`src/rtl/ysyx_22050368_wbck_arbiter_pkg.sv`:
```
// ============================================================================
// ysyx_22050368_wbck_arbiter_pkg : shared widths for the writeback arbiter
// Rev 1.0
// ============================================================================
`default_nettype none

package ysyx_22050368_wbck_arbiter_pkg;
  localparam int XLEN        = 64;
  localparam int RFIDX_WIDTH = 5;
  localparam int RFREG_NUM   = 32;

  function automatic logic [RFREG_NUM-1:0] idx_onehot(input logic [RFIDX_WIDTH-1:0] idx);
    idx_onehot      = '0;
    idx_onehot[idx] = 1'b1;
  endfunction
endpackage

`default_nettype wire

```
`src/rtl/ysyx_22050368_wbck_arbiter_if.sv`:
```
// ============================================================================
// ysyx_22050368_wbck_arbiter_if : requester, dispatch and regfile-write bus
// Rev 1.0
// ============================================================================
`default_nettype none

interface ysyx_22050368_wbck_arbiter_if;
  import ysyx_22050368_wbck_arbiter_pkg::*;

  logic                   alu_wbck_valid;
  logic                   alu_wbck_ready;
  logic [RFIDX_WIDTH-1:0] alu_wbck_idx;
  logic [XLEN-1:0]        alu_wbck_dat;
  logic                   lsu_wbck_valid;
  logic                   lsu_wbck_ready;
  logic [RFIDX_WIDTH-1:0] lsu_wbck_idx;
  logic [XLEN-1:0]        lsu_wbck_dat;
  logic                   disp_set_en;
  logic [RFIDX_WIDTH-1:0] disp_set_idx;
  logic [RFIDX_WIDTH-1:0] disp_rs1_idx;
  logic [RFIDX_WIDTH-1:0] disp_rs2_idx;
  logic [RFIDX_WIDTH-1:0] disp_rd_idx;
  logic                   disp_hazard;
  logic                   wbck_dest_wen;
  logic [RFIDX_WIDTH-1:0] wbck_dest_idx;
  logic [XLEN-1:0]        wbck_dest_dat;

  modport master (
    output alu_wbck_valid, alu_wbck_idx, alu_wbck_dat,
    output lsu_wbck_valid, lsu_wbck_idx, lsu_wbck_dat,
    output disp_set_en, disp_set_idx, disp_rs1_idx, disp_rs2_idx, disp_rd_idx,
    input  alu_wbck_ready, lsu_wbck_ready, disp_hazard,
    input  wbck_dest_wen, wbck_dest_idx, wbck_dest_dat
  );

  modport slave (
    input  alu_wbck_valid, alu_wbck_idx, alu_wbck_dat,
    input  lsu_wbck_valid, lsu_wbck_idx, lsu_wbck_dat,
    input  disp_set_en, disp_set_idx, disp_rs1_idx, disp_rs2_idx, disp_rd_idx,
    output alu_wbck_ready, lsu_wbck_ready, disp_hazard,
    output wbck_dest_wen, wbck_dest_idx, wbck_dest_dat
  );
endinterface

`default_nettype wire

```
`src/rtl/ysyx_22050368_wbck_scoreboard.sv`:
```
// ============================================================================
// ysyx_22050368_wbck_scoreboard : per-register pending bits and hazard lookup
// Rev 1.0
// ============================================================================
`default_nettype none

module ysyx_22050368_wbck_scoreboard
  import ysyx_22050368_wbck_arbiter_pkg::*;
(
  input  logic                   clk,
  input  logic                   rst,
  input  logic                   set_en,
  input  logic [RFIDX_WIDTH-1:0] set_idx,
  input  logic                   clr_en,
  input  logic [RFIDX_WIDTH-1:0] clr_idx,
  input  logic [RFIDX_WIDTH-1:0] rs1_idx,
  input  logic [RFIDX_WIDTH-1:0] rs2_idx,
  input  logic [RFIDX_WIDTH-1:0] rd_idx,
  output logic                   hazard
);
  logic [RFREG_NUM-1:0] pending;
  logic [RFREG_NUM-1:0] pending_nxt;
  logic [RFREG_NUM-1:0] set_mask;
  logic [RFREG_NUM-1:0] clr_mask;

  assign set_mask = set_en ? idx_onehot(set_idx) : '0;
  assign clr_mask = clr_en ? idx_onehot(clr_idx) : '0;

  // Set is applied after clear so a same-cycle dispatch keeps the register busy.
  always_comb begin
    pending_nxt    = (pending & ~clr_mask) | set_mask;
    pending_nxt[0] = 1'b0;
  end

  always_ff @(posedge clk) begin
    if (rst) pending <= '0;
    else     pending <= pending_nxt;
  end

  assign hazard = pending[rs1_idx] | pending[rs2_idx] | pending[rd_idx];
endmodule

`default_nettype wire

```
`src/rtl/ysyx_22050368_wbck_arbiter.sv`:
```
// ============================================================================
// ysyx_22050368_wbck_arbiter : ALU/LSU writeback arbitration onto one regfile port
// Rev 1.0
// ============================================================================
`default_nettype none

module ysyx_22050368_wbck_arbiter
  import ysyx_22050368_wbck_arbiter_pkg::*;
#(
  parameter int STARVE_MAX = 3
) (
  input  logic                         clk,
  input  logic                         rst,
  ysyx_22050368_wbck_arbiter_if.slave  bus
);
  localparam int CNT_W = $clog2(STARVE_MAX + 1);

  logic                   alu_grant;
  logic                   lsu_grant;
  logic                   any_grant;
  logic                   starved;
  logic [CNT_W-1:0]       starve_cnt;
  logic [RFIDX_WIDTH-1:0] grant_idx;
  logic [XLEN-1:0]        grant_dat;
  logic                   wen_q;
  logic [RFIDX_WIDTH-1:0] idx_q;
  logic [XLEN-1:0]        dat_q;

  // LSU has priority, except when the ALU has lost STARVE_MAX times in a row.
  assign starved   = (starve_cnt == CNT_W'(STARVE_MAX));
  assign alu_grant = bus.alu_wbck_valid & (~bus.lsu_wbck_valid | starved);
  assign lsu_grant = bus.lsu_wbck_valid & ~alu_grant;
  assign any_grant = alu_grant | lsu_grant;
  assign grant_idx = alu_grant ? bus.alu_wbck_idx : bus.lsu_wbck_idx;
  assign grant_dat = alu_grant ? bus.alu_wbck_dat : bus.lsu_wbck_dat;

  assign bus.alu_wbck_ready = alu_grant;
  assign bus.lsu_wbck_ready = lsu_grant;

  always_ff @(posedge clk) begin
    if (rst) begin
      starve_cnt <= '0;
    end else if (!bus.alu_wbck_valid || alu_grant) begin
      starve_cnt <= '0;
    end else if (lsu_grant && !starved) begin
      starve_cnt <= starve_cnt + 1'b1;
    end
  end

  // x0 writes are consumed but never reach the regfile.
  always_ff @(posedge clk) begin
    if (rst) begin
      wen_q <= 1'b0;
      idx_q <= '0;
      dat_q <= '0;
    end else begin
      wen_q <= any_grant & (grant_idx != '0);
      if (any_grant) begin
        idx_q <= grant_idx;
        dat_q <= grant_dat;
      end
    end
  end

  assign bus.wbck_dest_wen = wen_q;
  assign bus.wbck_dest_idx = idx_q;
  assign bus.wbck_dest_dat = dat_q;

  ysyx_22050368_wbck_scoreboard u_scoreboard (
    .clk     (clk),
    .rst     (rst),
    .set_en  (bus.disp_set_en),
    .set_idx (bus.disp_set_idx),
    .clr_en  (wen_q),
    .clr_idx (idx_q),
    .rs1_idx (bus.disp_rs1_idx),
    .rs2_idx (bus.disp_rs2_idx),
    .rd_idx  (bus.disp_rd_idx),
    .hazard  (bus.disp_hazard)
  );
endmodule

`default_nettype wire

```
`src/flat_wrapper.sv`:
```
// flat-port wrapper written by rule: the top's interface ports become plain ports
module ysyx_22050368_wbck_arbiter_flat import ysyx_22050368_wbck_arbiter_pkg::*;
#(
  parameter int STARVE_MAX = 3
)
  (clk, rst, bus_alu_wbck_valid, bus_alu_wbck_idx, bus_alu_wbck_dat, bus_lsu_wbck_valid, bus_lsu_wbck_idx, bus_lsu_wbck_dat, bus_disp_set_en, bus_disp_set_idx, bus_disp_rs1_idx, bus_disp_rs2_idx, bus_disp_rd_idx, bus_alu_wbck_ready, bus_lsu_wbck_ready, bus_disp_hazard, bus_wbck_dest_wen, bus_wbck_dest_idx, bus_wbck_dest_dat);
  ysyx_22050368_wbck_arbiter_if bus_i ();
  input  logic clk;
  input  logic rst;
  input wire logic [$bits(bus_i.alu_wbck_valid)-1:0] bus_alu_wbck_valid;
  input wire logic [$bits(bus_i.alu_wbck_idx)-1:0] bus_alu_wbck_idx;
  input wire logic [$bits(bus_i.alu_wbck_dat)-1:0] bus_alu_wbck_dat;
  input wire logic [$bits(bus_i.lsu_wbck_valid)-1:0] bus_lsu_wbck_valid;
  input wire logic [$bits(bus_i.lsu_wbck_idx)-1:0] bus_lsu_wbck_idx;
  input wire logic [$bits(bus_i.lsu_wbck_dat)-1:0] bus_lsu_wbck_dat;
  input wire logic [$bits(bus_i.disp_set_en)-1:0] bus_disp_set_en;
  input wire logic [$bits(bus_i.disp_set_idx)-1:0] bus_disp_set_idx;
  input wire logic [$bits(bus_i.disp_rs1_idx)-1:0] bus_disp_rs1_idx;
  input wire logic [$bits(bus_i.disp_rs2_idx)-1:0] bus_disp_rs2_idx;
  input wire logic [$bits(bus_i.disp_rd_idx)-1:0] bus_disp_rd_idx;
  output wire logic [$bits(bus_i.alu_wbck_ready)-1:0] bus_alu_wbck_ready;
  output wire logic [$bits(bus_i.lsu_wbck_ready)-1:0] bus_lsu_wbck_ready;
  output wire logic [$bits(bus_i.disp_hazard)-1:0] bus_disp_hazard;
  output wire logic [$bits(bus_i.wbck_dest_wen)-1:0] bus_wbck_dest_wen;
  output wire logic [$bits(bus_i.wbck_dest_idx)-1:0] bus_wbck_dest_idx;
  output wire logic [$bits(bus_i.wbck_dest_dat)-1:0] bus_wbck_dest_dat;
  assign bus_i.alu_wbck_valid = bus_alu_wbck_valid;
  assign bus_i.alu_wbck_idx = bus_alu_wbck_idx;
  assign bus_i.alu_wbck_dat = bus_alu_wbck_dat;
  assign bus_i.lsu_wbck_valid = bus_lsu_wbck_valid;
  assign bus_i.lsu_wbck_idx = bus_lsu_wbck_idx;
  assign bus_i.lsu_wbck_dat = bus_lsu_wbck_dat;
  assign bus_i.disp_set_en = bus_disp_set_en;
  assign bus_i.disp_set_idx = bus_disp_set_idx;
  assign bus_i.disp_rs1_idx = bus_disp_rs1_idx;
  assign bus_i.disp_rs2_idx = bus_disp_rs2_idx;
  assign bus_i.disp_rd_idx = bus_disp_rd_idx;
  assign bus_alu_wbck_ready = bus_i.alu_wbck_ready;
  assign bus_lsu_wbck_ready = bus_i.lsu_wbck_ready;
  assign bus_disp_hazard = bus_i.disp_hazard;
  assign bus_wbck_dest_wen = bus_i.wbck_dest_wen;
  assign bus_wbck_dest_idx = bus_i.wbck_dest_idx;
  assign bus_wbck_dest_dat = bus_i.wbck_dest_dat;
  ysyx_22050368_wbck_arbiter #(.STARVE_MAX(STARVE_MAX)) u_core (.clk(clk), .rst(rst), .bus(bus_i));
endmodule
```
`config.mk`:
```
export PLATFORM = sky130hd
export DESIGN_NAME = ysyx_22050368_wbck_arbiter_flat
export DESIGN_NICKNAME = d
export VERILOG_FILES = /design/src/rtl/ysyx_22050368_wbck_arbiter_pkg.sv /design/src/rtl/ysyx_22050368_wbck_arbiter_if.sv /design/src/rtl/ysyx_22050368_wbck_scoreboard.sv /design/src/rtl/ysyx_22050368_wbck_arbiter.sv /design/src/flat_wrapper.sv
export SDC_FILE = /design/constraint.sdc
export NUM_CORES = 1
export LEC_CHECK = 0
export ABC_AREA = 1
export CAP_MARGIN = 15
export CORE_MARGIN = 2
export CORE_UTILIZATION = 45
export DETAILED_ROUTE_END_ITERATION = 6
export PLACE_DENSITY = 0.86
export SLEW_MARGIN = 20
export SYNTH_ARGS = -nofsm -noshare
export SYNTH_HDL_FRONTEND = slang
export SYNTH_SLANG_ARGS = --single-unit
```
`constraint.sdc`:
```
create_clock -name clk -period 3.6 [get_ports clk]
set_input_delay 0.72 -clock clk [delete_from_list [all_inputs] [get_ports clk]]
set_output_delay 0.72 -clock clk [all_outputs]
set_load 0.02 [all_outputs]
```
Word level (Yosys, flattened, before mapping)
Cells that the tools add are included.
{"block": "word_totals", "word_cells": 49, "inputBits": 163, "register_bits": 104}
{"block": "classes", "reduce_logical": 8, "n_eq_ne": 1, "n_addsub": 1, "bitwise": 12, "magnitude_cmp": 7, "n_mux": 14}
{"op": "2-to-1 mux 32 bit", "count": 2}
{"op": "2-to-1 mux 64 bit", "count": 1}
{"op": "bitwise AND 32 bit", "count": 1}
{"op": "inverter 32 bit", "count": 1}
{"op": "bitwise OR 32 bit", "count": 1}
{"op": "< comparator 5 x 6 -> 1 bit, second input constant", "count": 5}
{"op": "binary-select mux 1 bit (select 5 bit)", "count": 3}
{"op": "demux 1 bit (select 5 bit)", "count": 2}
{"op": ">= comparator 5 x 1 -> 1 bit, second input constant", "count": 2}
{"op": "2-to-1 mux 1 bit", "count": 5}
{"op": "2-to-1 mux 5 bit", "count": 1}
{"op": "nonzero test 5 bit", "count": 1}
{"op": "bitwise OR 1 bit", "count": 4}
{"op": "bitwise AND 1 bit", "count": 3}
{"op": "logical AND 1 bit", "count": 3}
{"op": "adder 2 x 1 -> 2 bit, second input constant", "count": 1}
{"op": "equality test 2 bit, second input constant", "count": 1}
{"op": "logical NOT 1 bit", "count": 2}
{"op": "inverter 1 bit", "count": 2}
{"op": "OR reduction 2 bit", "count": 1}
{"op": "logical OR 1 bit", "count": 1}

Longest topological paths before layout
{"block": "depth", "depth_word": 8, "ltp_mapped": 11, "mapped_depth_nobuf": 10}

Cells and area by module
Synthesis repeated with hierarchy kept, for this count alone.
{"block": "hier_totals", "cells_unflattened": 816, "area_unflattened_um2": 5557.8}
{"mod": "ysyx_22050368_wbck_arbiter", "area_each_um2": 3171.8, "seq_area_each_um2": 1441.4, "instances": 1, "cells_per_inst": 413}
{"mod": "ysyx_22050368_wbck_scoreboard", "area_each_um2": 2386.0, "seq_area_each_um2": 620.6, "instances": 1, "cells_per_inst": 403}

Worst setup path after synthesis
OpenSTA, ideal clock, no wires.
{"block": "synth_timing", "path_kind": "input-to-output", "startpoint": "input bus_disp_rs2_idx[0]", "endpoint": "output bus_disp_hazard", "t_arrival_ns": 1.697, "path_stages": 11, "t_required_ns": 2.880, "slack_ns": 1.183, "path_cell_list": "buf_2 > inv_1 > buf_4 > nand2_1 > nand3_1 > nand3_1 > nand2_1 > nand2_1 > nand3_1 > nand2_1 > nand3_1"}
{"block": "synth_between", "elab_chain_len": 4}
{"element": "start, declared", "line": "flat_wrapper.sv:19", "source": "input wire logic [$bits(bus_i.disp_rs2_idx)-1:0] bus_disp_rs2_idx;"}
{"element": "binary-select mux 1 bit (select 5 bit)", "line": "ysyx_22050368_wbck_scoreboard.sv:40", "source": "assign hazard = pending[rs1_idx] | pending[rs2_idx] | pending[rd_idx];"}
{"element": "2-to-1 mux 1 bit (not written as such)", "line": "ysyx_22050368_wbck_scoreboard.sv:40"}
{"element": "bitwise OR 1 bit (2 in series)", "line": "ysyx_22050368_wbck_scoreboard.sv:40"}
{"element": "end, declared", "line": "flat_wrapper.sv:23", "source": "output wire logic [$bits(bus_i.disp_hazard)-1:0] bus_disp_hazard;"}
No other way between the ends. The select of a mux whose other input is x is not followed.

Final worst setup path
{"block": "layout_timing", "startpoint": "input bus_disp_rs1_idx[0]", "endpoint": "output bus_disp_hazard"}
{"block": "layout_between", "elab_chain_len": 4}
{"element": "start, declared", "line": "flat_wrapper.sv:18", "source": "input wire logic [$bits(bus_i.disp_rs1_idx)-1:0] bus_disp_rs1_idx;"}
{"element": "binary-select mux 1 bit (select 5 bit)", "line": "ysyx_22050368_wbck_scoreboard.sv:40"}
{"element": "2-to-1 mux 1 bit (not written as such)", "line": "ysyx_22050368_wbck_scoreboard.sv:40"}
{"element": "bitwise OR 1 bit (2 in series)", "line": "ysyx_22050368_wbck_scoreboard.sv:40"}
No other way between the ends. The select of a mux whose other input is x is not followed.

==> flow_metrics.py <==
metrics = {
    "placement": {
        "io_buffers": 235,
        "place.gp.congestion": 0.956,
        "place_area_um2": 7690,
        "numPlacedInstances": 1147,
        "hpwlAfterDp_um": 14100,
    },
    "global_routing": {
        "grt_pass1_wl_um": 30400,
        "grt_max_degree": 70,
        "antenna_found_initial": 0,
        "grt_pass1_vias": 5854,
        "grt_use_total": 0.302,
        "grt_overflow_total": 0,
    },
    "synth": {
        "synth.distinct_cells": 24,
        "yosysWarnings": 0,
        "yosys_register_bits": 103,
        "avgSynthCellArea_um2": 6.54,
        "syn_nets": 969,
        "synthesis.area_um2": 5260,
        "syn-instance-count": 805,
        "seq_area_frac_synth": 0.392,
    },
    "critical_path": {
        "slowest_stage": "clkdlybuf4s50_1",
        "cp_num_buf_inv": 3,
        "cp-start-kind": "primary input",
        "slowest_delay_ns": 0.60,
        "end_kind": "output port",
        "crit_arrival_ns": 2.66,
        "rrSetupSlack_ns": 1.62,
        "crit_fanout": 15,
        "worstSetupPathType": "primary input to output port",
        "cp_top_family": "buffers and inverters",
        "worstPathCellList": "clkdlybuf4s50_1, inv_1, nand2_1, nand3_1, nand3_1, nand2_1, nand2_1, nand3_1, nand2_1, nand3_1, clkdlybuf4s50_1",
        "crit_required_ns": 2.88,
    },
    "timing": {
        "grt_setup_unrepaired": "false",
        "tightest_slew_ns": 0.976,
        "finalMaxSlewViolations": 0,
        "period_needed_ns": 3.38,
        "setup_tns_ns": 0,
        "setup_viol": 0,
        "relSlewSlack": 0.344,
        "fin_skew_ns": 0.00698,
        "period_share": 0.940,
        "fmax_mhz": 295,
        "final-hold-violation-count": 0,
    },
    "floorplanning": {
        "rows": 39,
        "die_y_um": 112,
        "io_pins": 236,
        "fp.dieArea_um2": 12600,
        "die_w_um": 112,
        "start_util": 0.461,
        "core_um2": 11400,
    },
    "clocking": {
        "htreeDepth": 3,
        "hold_buffers": 0,
        "cts_num_sinks": 103,
        "clock_latency_ns": 0.34,
        "cts_tree": "yes",
        "cts.clk_slew.worst_paths_ns": 0.07,
        "clk_path_buf_depth": 2,
        "cts_resized": 0,
        "cts_setup_buffers": 0,
        "root_buffer": "clkbuf_16",
        "cts_buffers": 9,
    },
    "routing": {
        "detail_route.wl_per_cell_um": 16.6,
        "viasPerCell": 5.39,
        "drtPass1Iterations": 5,
        "routed_wl_um": 19300,
        "antenna_left": 0,
        "via_count": 6267,
        "dr.first_iter.drc_count": 627,
        "drc": 0,
    },
    "final_layout": {
        "stdcell_area_um2": 8010,
        "n_fill_cell": 991,
        "nets": 1179,
        "register_area_um2": 2060,
        "final_cell_mix": "235 x clkdlybuf4s50_1, 153 x o21ai_0, 151 x nand2_1, 151 x nand3_1, 103 x dfxtp_1",
        "layout-drive-gt1-share": 0.0402,
        "area_delta_synth_final_pct": 52.2,
        "insertedDiodeCount": 0,
        "final_common_cell": "clkdlybuf4s50_1",
        "multi_input_area_um2": 2770,
        "final_cells": 1163,
    },
    "hold_path": {
        "hold_path_class": "flip-flop to flip-flop",
    },
    "power": {
        "powerDensity_nw_per_um2": 373,
        "p_total_w": 0.00299,
        "leakage_nw": 3.03,
        "vdd_ir_drop_max_mv": 0.306,
    },
    "outcome": {
        "outcome": "complete, no violations",
    },
    "flow_run": {
        "cap_violations": 0,
    },
}
[worst register-to-register path: cells and delay by family (launching register included)]
kind	cells	cell delay, ns
adder cells (fa/ha/maj)	1	0.20
buffers and inverters	1	0.51
AND/OR/NAND/NOR	8	0.92
flip-flops	1	0.32
[cells by family after synthesis]
group / after synthesis / synth area share
and+or+nand+nor: 398 / 0.329
adders and majority gates: 1 / 0.00238
buffers and inverters: 101 / 0.0830
AOI/OAI and AO/OA: 202 / 0.194
DFF: 103 / 0.392
[flip-flops by register name, summed over array words and instances, names as in the netlist]
signal,cells
u_core.bus.wbck_dest_dat,64
u_core.bus.wbck_dest_idx,5
u_core.bus.wbck_dest_wen,1
u_core.starve_cnt,2
u_core.u_scoreboard.pending,31
[metrics by stage]
| stage | util | setup slack [ns] | hold WS, ns |
|---|---|---|---|
| 2_1_floorplan | - | 1.18 | 0.398 |
| 3_3_place_gp | 0.674 | 0.261 | 0.410 |
| 3_5_place_dp | 0.674 | 0.221 | 0.417 |
| 4_1_cts | 0.701 | 0.218 | 0.427 |
| 5_1_grt | 0.701 | 0.0359 | 0.467 |
| 6_report | 0.701 | 0.215 | 0.428 |
[report_power, final]
part / switching, W / leakage (nW) / internal (W)
clock network: 0.000467 / 0.152 / 0.000570
registers: 0.0000443 / 0.849 / 0.00121
logic: 0.000346 / 2.03 / 0.000350
total: 0.000857 / 3.03 / 0.00213
[final timing paths]
| check | startpoint | to | depth (start not counted) |
|---|---|---|---|
| setup / recovery | bus_disp_rs1_idx[0] | bus_disp_hazard | 11 |
| hold / removal | u_core.starve_cnt[0]$_SDFFE_PP0P_ | u_core.starve_cnt[0]$_SDFFE_PP0P_ | 1 |
| setup reg to reg | u_core.starve_cnt[0]$_SDFFE_PP0P_ | u_core.bus.wbck_dest_wen$_SDFF_PP0_ | 10 |
| hold reg to reg | u_core.starve_cnt[0]$_SDFFE_PP0P_ | u_core.starve_cnt[0]$_SDFFE_PP0P_ | 1 |
[area by class of cell]
cell class / instances / area share
Multi-Input combinational cell: 601 / 0.346
Timing Repair Buffer: 251 / 0.312
Sequential cell: 103 / 0.258
Clock buffer: 10 / 0.0298
Inverter: 49 / 0.0230
Tap cell: 143 / 0.0223
Clock inverter: 6 / 0.00938
[synthesized netlist by cell type (all sizes together)]
master	instances	share of area
o21bai	1	0.0014
nor2	78	0.057
clkbuf	28	0.020
nand3b	2	0.0029
or2	3	0.0040
a31oi	1	0.0012
dfxtp	103	0.39
nand2	152	0.11
o22ai	2	0.0024
o211ai	1	0.0014
ha	1	0.0024
a21oi	31	0.029
o21ai	166	0.16
nand3	151	0.14
inv	49	0.035
buf	24	0.028
nor3	12	0.011
[per-layer routing]
layer,wire length [um],track usage
met4,871,0.146
met1,7290,0.364
met2,9340,0.505
met5,0,0
met3,1760,0.0734
No activity file was read; power rests on OpenSTA's default activity.
